==> src/rtl/fifo_frame_serializer.sv <==
// Drains 32-bit words from a FIFO and emits them as a byte stream, closing
// every FRAME_WORDS words with a two's-complement checksum byte flagged by byte_last.
module fifo_frame_serializer #(
  parameter int FRAME_WORDS = 4,
  parameter bit MSB_FIRST   = 1'b1
) (
  input  logic        clock,
  input  logic        reset,
  input  logic        fifo_empty,
  input  logic [31:0] fifo_data,
  output logic        fifo_read,
  output logic [7:0]  byte_data,
  output logic        byte_valid,
  input  logic        byte_ready,
  output logic        byte_last,
  output logic [15:0] frame_count
);

  typedef enum logic [1:0] {FETCH, SHIFT, CSUM} state_t;

  localparam logic [7:0] FRAME_LEN = 8'(FRAME_WORDS);

  state_t      state_reg;
  logic [31:0] hold_reg;
  logic [1:0]  index_reg;
  logic [7:0]  word_count_reg;
  logic [7:0]  acc_reg;
  logic [7:0]  acc_next;
  logic        handshake;
  logic [7:0]  fifo_lane [4];
  logic [7:0]  hold_lane [4];

  // Lane k is the k-th byte to be transmitted, so byte order is fixed here once.
  genvar gi;
  generate
    for (gi = 0; gi < 4; gi++) begin : g_lane
      localparam int POS = MSB_FIRST ? 3 - gi : gi;
      assign fifo_lane[gi] = fifo_data[8*POS +: 8];
      assign hold_lane[gi] = hold_reg[8*POS +: 8];
    end
  endgenerate

  assign fifo_read = (state_reg == FETCH) && !fifo_empty;
  assign handshake = byte_valid && byte_ready;
  assign acc_next  = acc_reg + byte_data;

  always_ff @(posedge clock) begin
    if (reset) begin
      state_reg      <= FETCH;
      hold_reg       <= 32'h0;
      index_reg      <= 2'd0;
      word_count_reg <= 8'd0;
      acc_reg        <= 8'd0;
      byte_data      <= 8'd0;
      byte_valid     <= 1'b0;
      byte_last      <= 1'b0;
      frame_count    <= 16'd0;
    end else begin
      case (state_reg)
        FETCH: begin
          if (fifo_read) begin
            hold_reg       <= fifo_data;
            index_reg      <= 2'd0;
            word_count_reg <= word_count_reg + 8'd1;
            byte_data      <= fifo_lane[0];
            byte_valid     <= 1'b1;
            state_reg      <= SHIFT;
          end
        end
        SHIFT: begin
          if (handshake) begin
            acc_reg   <= acc_next;
            index_reg <= index_reg + 2'd1;
            if (index_reg == 2'd3) begin
              if (word_count_reg == FRAME_LEN) begin
                byte_data <= 8'd0 - acc_next;
                byte_last <= 1'b1;
                state_reg <= CSUM;
              end else begin
                byte_data  <= 8'd0;
                byte_valid <= 1'b0;
                state_reg  <= FETCH;
              end
            end else begin
              byte_data <= hold_lane[index_reg + 2'd1];
            end
          end
        end
        CSUM: begin
          if (handshake) begin
            acc_reg        <= 8'd0;
            word_count_reg <= 8'd0;
            frame_count    <= frame_count + 16'd1;
            byte_data      <= 8'd0;
            byte_valid     <= 1'b0;
            byte_last      <= 1'b0;
            state_reg      <= FETCH;
          end
        end
        default: state_reg <= FETCH;
      endcase
    end
  end

endmodule

==> config.mk <==
export PLATFORM = sky130hd
export DESIGN_NAME = fifo_frame_serializer
export DESIGN_NICKNAME = d
export VERILOG_FILES = /design/src/rtl/fifo_frame_serializer.sv
export SDC_FILE = /design/constraint.sdc
export NUM_CORES = 1
export LEC_CHECK = 0
export ABC_AREA = 1
export CORE_MARGIN = 3
export CORE_UTILIZATION = 30
export DETAILED_ROUTE_END_ITERATION = 8
export GPL_ROUTABILITY_DRIVEN = 0
export SLEW_MARGIN = 5
export SYNTH_ARGS = -nofsm -noshare
export SYNTH_HDL_FRONTEND = slang
export SYNTH_SLANG_ARGS = --single-unit
==> constraint.sdc <==
create_clock -name clock -period 3.53 [get_ports clock]
set_clock_uncertainty 0.05 [all_clocks]
set_input_delay 0.706 -clock clock [delete_from_list [all_inputs] [get_ports clock]]
set_output_delay 0.706 -clock clock [all_outputs]
set_load 0.02 [all_outputs]
Word level (Yosys, flattened, before mapping). Cells that the tools add are included.

Bits in registers: 78. Input port bits: 36. Output and inout port bits: 27. Logic and storage cells: 75.

Add/sub/neg operators: 5. Magnitude comparators: 1. Eq/ne operators: 10. Multiplexer cells: 32. Bitwise operators: 1. Reductions and logical operators: 17.

Operators by type and width (number): 2-to-1 mux 8 bit (9); case mux 8 bit (2 select lines) (2); case mux 8 bit (3 select lines) (1); adder 16 x 1 -> 16 bit (second input constant) (1); binary-select mux 8 bit (select 2 bit) (1); 2-to-1 mux 2 bit (7); != test 2 bit (second input constant) (6); AND reduction 3 bit (3); adder 8 x 1 -> 8 bit (second input constant) (1); adder 8 bit (1); == test 8 x 3 -> 1 bit (second input constant) (1); 2-to-1 mux 1 bit (8); AND reduction 4 bit (2); subtractor 1 x 8 -> 8 bit (first input constant) (1); case mux 2 bit (3 select lines) (1); AND reduction 6 bit (1); nonzero test 2 bit (3); AND reduction 5 bit (1); == test 2 bit (second input constant) (2); case mux 2 bit (2 select lines) (1); AND reduction 2 bit (2); greater-or-equal comparator 3 bit (second input constant) (1); NOT 2 -> 3 bit (1); case mux 1 bit (3 select lines) (1); other kinds (7) (8).

Longest topological paths before layout. Gate-level depths: netlist (run 1).

Word-level depth: 8. Depth in mapped cells: 14.

Least setup slack after synthesis (run 1). OpenSTA, ideal clock, no wires.

Path kind: register to register. From: register byte_data[0]. To: register byte_data[6]. Setup time: 0.070 ns. Arrival time: 2.042 ns. Slack: 1.368 ns. Cell stages (with the launch flop): 15. Buffers on the path: 0. Path through: dfxtp_1 -> ha_1 -> fa_1 -> inv_1 -> ha_1 -> inv_1 -> nor2_1 -> nand2_1 -> nor2_2 -> nand2_1 -> nand2_1 -> nand3_1 -> nand2_1 -> nand3_1 -> a21oi_1.

Cells in the longest elaborated chain, start to end: 6.

RTL lines: start: declaration (line 12) `output logic [7:0] byte_data,`; start signal: assignment (line 65) `byte_data <= fifo_lane[0];`; start signal: assignment (line 76) `byte_data <= 8'd0 - acc_next;`; start signal: assignment (line 85) `byte_data <= hold_lane[index_reg + 2'd1];`; adder 8 bit (line 45) `assign acc_next = acc_reg + byte_data;`; subtractor 1 x 8 -> 8 bit (line 76); 2-to-1 mux 8 bit (line 75) `if (word_count_reg == FRAME_LEN) begin`; 2-to-1 mux 8 bit (line 74) `if (index_reg == 2'd3) begin`; 2-to-1 mux 8 bit (line 71) `if (handshake) begin`; case mux 8 bit (3 select lines) (line 59) `case (state_reg)`.

No other way between the ends. The select of a mux whose other input is x is not followed. A chain may end at the register's enable or synchronous reset.

Final worst setup path (run 1).
From: input fifo_empty. To: output fifo_read.

Cells in the longest elaborated chain, start to end: 2.

RTL lines: start: declaration (line 9) `input logic fifo_empty,`; zero test 1 bit (line 43) `assign fifo_read = (state_reg == FETCH) && !fifo_empty;`; logical AND 1 bit (line 43); end: declaration (line 11) `output logic fifo_read,`.

No other way between the ends.

==> results of run 1 <==
-- Yosys cell counts --
| cell | instances |
|---|---|
| inv_2 | 3 |
| clkinv_1 | 1 |
| nand4_1 | 5 |
| nor2_1 | 108 |
| a21oi_1 | 52 |
| o21ai_0 | 73 |
| nor2_2 | 3 |
| nand2_1 | 80 |
| a311oi_1 | 1 |
| dfxtp_1 | 78 |
| nor3_4 | 1 |
| o22ai_1 | 3 |
| o211ai_1 | 2 |
| nor3_1 | 10 |
| o21a_1 | 2 |
| a211oi_1 | 4 |
| nand3b_4 | 1 |
| nor3b_1 | 5 |
| nand3_1 | 32 |
| o311ai_0 | 1 |
| nor3_2 | 1 |
| o221ai_1 | 2 |
| o21ai_1 | 4 |
| xnor2_1 | 2 |
| nand4_2 | 2 |
| a31oi_1 | 1 |
| a21o_1 | 1 |
| and3_1 | 1 |
| xor2_1 | 1 |
| nor4_1 | 1 |
| buf_1 | 1 |
| clkbuf_1 | 16 |
| inv_1 | 61 |
| nand2_2 | 3 |
| fa_1 | 1 |
| ha_1 | 16 |
| buf_2 | 1 |
| o31ai_1 | 1 |
| nor4_2 | 1 |
| nor2_4 | 2 |
| o211ai_2 | 1 |
-- worst paths after layout --
path         slack (ns)  cells past startpoint           end
min                0.42                      2  index_reg[1]
max reg2reg        1.23                     14  byte_data[6]
max                0.67                      3     fifo_read
min reg2reg        0.42                      2  index_reg[1]
-- worst max-delay path: stages --
cell and delay, ns:
clkdlybuf4s50_1 0.46, nor2_1 0.28, clkdlybuf4s50_1 0.67
-- through the flow --
step / utilization [%] / instance area (um2) / setup slack [ns]
floorplan: - / 4060 / 1.37
global placement: 37.5 / 4850 / 0.630
detailed placement: 37.5 / 4850 / 0.639
CTS: 39.7 / 5130 / 0.624
global route: 39.7 / 5130 / 0.646
finish: 39.7 / 5130 / 0.665
-- report_power, final --
| part | total (W) | leakage (nW) | switching [W] | internal [W] |
|---|---|---|---|---|
| combinational | 0.00185 | 1.34 | 0.00120 | 0.000654 |
| clock | 0.000863 | 0.135 | 0.000368 | 0.000495 |
| sequential | 0.00126 | 0.640 | 0.000171 | 0.00109 |
| total | 0.00398 | 2.12 | 0.00174 | 0.00224 |
-- metal layers --
metal,GRT usage (%),share of wire [%]
met1,20.9,49
met2,23.0,45
met3,2.07,4.6
met4,6.65,1.8
met5,0,0
-- cell type report --
| cell class | instances | area, um2 | area share [%] |
|---|---|---|---|
| Sequential cell | 78 | 1560 | 30.4 |
| Tap cell | 172 | 215 | 4.20 |
| Clock inverter | 5 | 35.0 | 0.683 |
| Timing Repair Buffer | 66 | 651 | 12.7 |
| Multi-Input combinational cell | 424 | 2180 | 42.5 |
| Clock buffer | 11 | 243 | 4.73 |
| Inverter | 65 | 244 | 4.76 |
-- logic make-up (layout without fill, tap and decap cells) --
| logic type | Yosys count | after routing |
|---|---|---|
| adders and majority gates | 17 | 17 |
| AOI/OAI and AO/OA | 148 | 148 |
| and+or+nand+nor | 256 | 256 |
| DFF | 78 | 78 |
| xor gates and xnor gates | 3 | 3 |
| buffers and inverters | 83 | 147 |
==> out/qor.csv, run 1 <==
metric;value;unit
totalNegativeSetupSlack;0;ns
hold_violations;0;
cts_hold_buf;0;
synth_compound_area_share;19.6;%
grt_pass1_wl;18000;um
status;finished, final reports clean;
dieWidth;122;um
clk_pin_slew;0.06;ns
syn-mean-instance-area;6.93;um2
ys.warnings.count;0;
synth_top_area_share;38.5;%
synth_area_leaders;dfxtp_1, nor2_1, o21ai_0, nand2_1, a21oi_1;
stdcell_count;821;
cp_max_fo;2;
drt_pass1_iterations;4;
grt_antenna_before_repair;0;
muxShareOfSynthArea;0;%
synth-xor-area-share;0.648;%
drive_gt1_share;5.70;%
holdWs;0.421;ns
maxCapViolations;0;
core;12900;um2
start_kind;input port;
rows;41;
post_cts_buffers;0;
fillers;1379;
start_util;31.4;%
rsz0062_at_grt;false;
routedWlPerCell;13.1;um
cts-root-buf;clkbuf_16;
cts-buffers-inserted;9;
viasPerCell;4.85;
ys_types;41;
final_common_cell;nor2_1;
critPathCaptureType;output pin;
die_area;14900;um2
drt_iter0_drc;239;
arrival;2.11;ns
syn_nets;638;
worst_pin_slew;0.969;ns
grt_pass1_vias;3789;
synth_top_area_cell;dfxtp_1;
cts_resized;0;
dp.cells;805;
path_class;in -> out;
slew_headroom;35.3;%
vias;3982;
drv_slew;0;
ant_nets;0;
synth_seq_area_share;38.5;%
portBuffers;62;
grt_max_degree;43;
powerDensity;775;nW/um2
ys_seq_elements;78;
yosys.area_share.adder;5.43;%
layout.nets;697;
finalSetupViolCount;0;
drcViolationCount;0;
worstSkewPairLatency;0.34;ns
p_leak;2.12;nW
wl;10800;um
post-dp-hpwl;8000;um
synth_top_family_by_area;simple AND/OR/NAND/NOR gates;
die_y;122;um
fin_crit_sh;81.1;%
required;2.77;ns
hold_start;index_reg[1];
synth_simple_gate_area_share;28.1;%
cts_sinks;78;
cts-htree-levels;3;
power;0.00398;W
diodes;0;
grt_usage;15.0;%
crit_start;fifo_empty;
min_period;2.86;ns
synth_cells;585;
clock_path_buffers;2;
gr-total-overflow;0;
boundaryPins;63;
ir_drop;0.300;mV
max_freq;0.349;GHz
largest_reg_flops;32;
area_delta_synth_final;26.5;%
hold_path_class;reg -> reg;
cts_tree;built;
synthesis.area;4060;um2
r2r-start;byte_data[0];
most-common-layout-cells;nor2_1, nand2_1, dfxtp_1, o21ai_0, clkdlybuf4s50_1;
Power figures use the tool's default switching activity.
==> inputs of run 2 (changes only) <==
- clock period: 3.53 -> 3 ns (I/O delays scaled with it)
==> out/qor.csv, run 2 (synthesized netlist as in run 1, its figures left out) <==
metric;value;unit;change
drv_slew;0;;unchanged
routedWlPerCell;13.2;um;+0.69%
maxCapViolations;0;;unchanged
cts_sinks;78;;unchanged
start_util;31.4;%;unchanged
grt_antenna_before_repair;0;;unchanged
drt-met1-wl;5440;um;+3.3%
layout.nets;698;;+0.14%
core;12900;um2;unchanged
wl_met3;419;um;-15%
drt_iter0_drc;234;;-2.1%
drive_gt1_share;5.85;%;+0.15 points
slew_headroom;37.7;%;+2.4 points
cts-buffers-inserted;9;;unchanged
grt_pass1_wl;18100;um;+0.77%
p_leak;2.16;nW;+1.9%
viasPerCell;4.84;;-0.17%
post-dp-hpwl;8070;um;+0.82%
holdWs;0.419;ns;-0.00231 ns
cts_tree;built;;
ir_drop;0.291;mV;-3.1%
portBuffers;62;;unchanged
clk_pin_slew;0.06;ns;about the same
die_area;14900;um2;unchanged
die_y;122;um;unchanged
required;2.35;ns;-0.42 ns
dieWidth;122;um;unchanged
area_delta_synth_final;28.8;%;
critPathCaptureType;output pin;;
cts_resized;0;;unchanged
fin_crit_sh;88.4;%;
drcViolationCount;0;;unchanged
boundaryPins;63;;unchanged
grt_usage;15.0;%;+0.017 points
diodes;0;;unchanged
cts-root-buf;clkbuf_16;;
largest_reg_flops;32;;unchanged
totalNegativeSetupSlack;0;ns;unchanged
finalSetupViolCount;0;;unchanged
grt_max_degree;54;;+26%
stdcell_count;822;;+0.12%
drt_pass1_iterations;4;;unchanged
wl;10900;um;+0.82%
powerDensity;951;nW/um2;+23%
status;finished, final reports clean;;
vias;3980;;-0.050%
worstSkewPairLatency;0.34;ns;about the same
hold_path_class;reg -> reg;;
ant_nets;0;;unchanged
final_core_util;40.4;%;+0.71 points
most-common-layout-cells;nor2_1, nand2_1, dfxtp_1, o21ai_0, clkdlybuf4s50_1;;
worst_pin_slew;0.934;ns;-0.0355 ns
post_cts_buffers;0;;unchanged
dr.max_layer_used;met4;;
cts_hold_buf;0;;unchanged
hold_violations;0;;unchanged
cp_max_fo;2;;unchanged
grt_pass1_vias;3798;;+0.24%
final_cell_area;5220;um2;+1.8%
max_freq;0.377;GHz;
gr-total-overflow;0;;unchanged
start_kind;input port;;
place_area;4870;um2;+0.41%
min_period;2.65;ns;
rows;41;;unchanged
dr_wl_met2;4840;um;-0.12%
rsz0062_at_grt;false;;
cts-htree-levels;3;;unchanged
path_class;in -> out;;
dp.cells;806;;+0.12%
final_common_cell;nor2_1;;
arrival;2.00;ns;-0.11 ns
clock_path_buffers;2;;unchanged
-- run 2: path summary, 6_finish.rpt --
path | start | end | slack [ns] | cells after the start
setup reg to reg | state_reg[0] | hold_lane[25] | 0.69 | 8
setup / recovery | fifo_empty | fifo_read | 0.35 | 3
hold / removal | acc_reg[3] | acc_reg[3] | 0.42 | 2
hold reg to reg | acc_reg[3] | acc_reg[3] | 0.42 | 2
-- run 2: critical path, stage by stage --
cell             delay, ns
clkdlybuf4s50_1       0.45
nor2_1                0.28
clkdlybuf4s50_1       0.67
-- run 2: layout make-up --
cell class | count | area [um2]
Sequential cell | 78 | 1560
Clock inverter | 5 | 106
Clock buffer | 11 | 243
Fill cell | 1366 | 7710
Multi-Input combinational cell | 424 | 2180
Inverter | 65 | 244
Timing Repair Buffer | 67 | 671
Tap cell | 172 | 215
-- run 2: report_power, final --
part           total (W)  internal, W  switching, W
logic            0.00220     0.000784       0.00142
registers        0.00149      0.00128      0.000204
clock network    0.00127     0.000837      0.000437
total            0.00496      0.00290       0.00206
-- run 2: layer usage --
metal | up-vias | global-route usage (%)
met5 | - | 0
met4 | 0 | 4.27
met3 | 14 | 3.18
met2 | 86 | 23.5
met1 | 1819 | 20.8
li1 | 2061 | -
-- run 2: through the flow --
| step | setup slack, ns | total power [W] |
|---|---|---|
| 2_1_floorplan | 0.838 | 0.00302 |
| 3_3_place_gp | 0.307 | 0.00363 |
| 3_5_place_dp | 0.296 | 0.00369 |
| 4_1_cts | 0.299 | 0.00498 |
| 5_1_grt | 0.287 | 0.00535 |
| 6_report | 0.347 | 0.00496 |
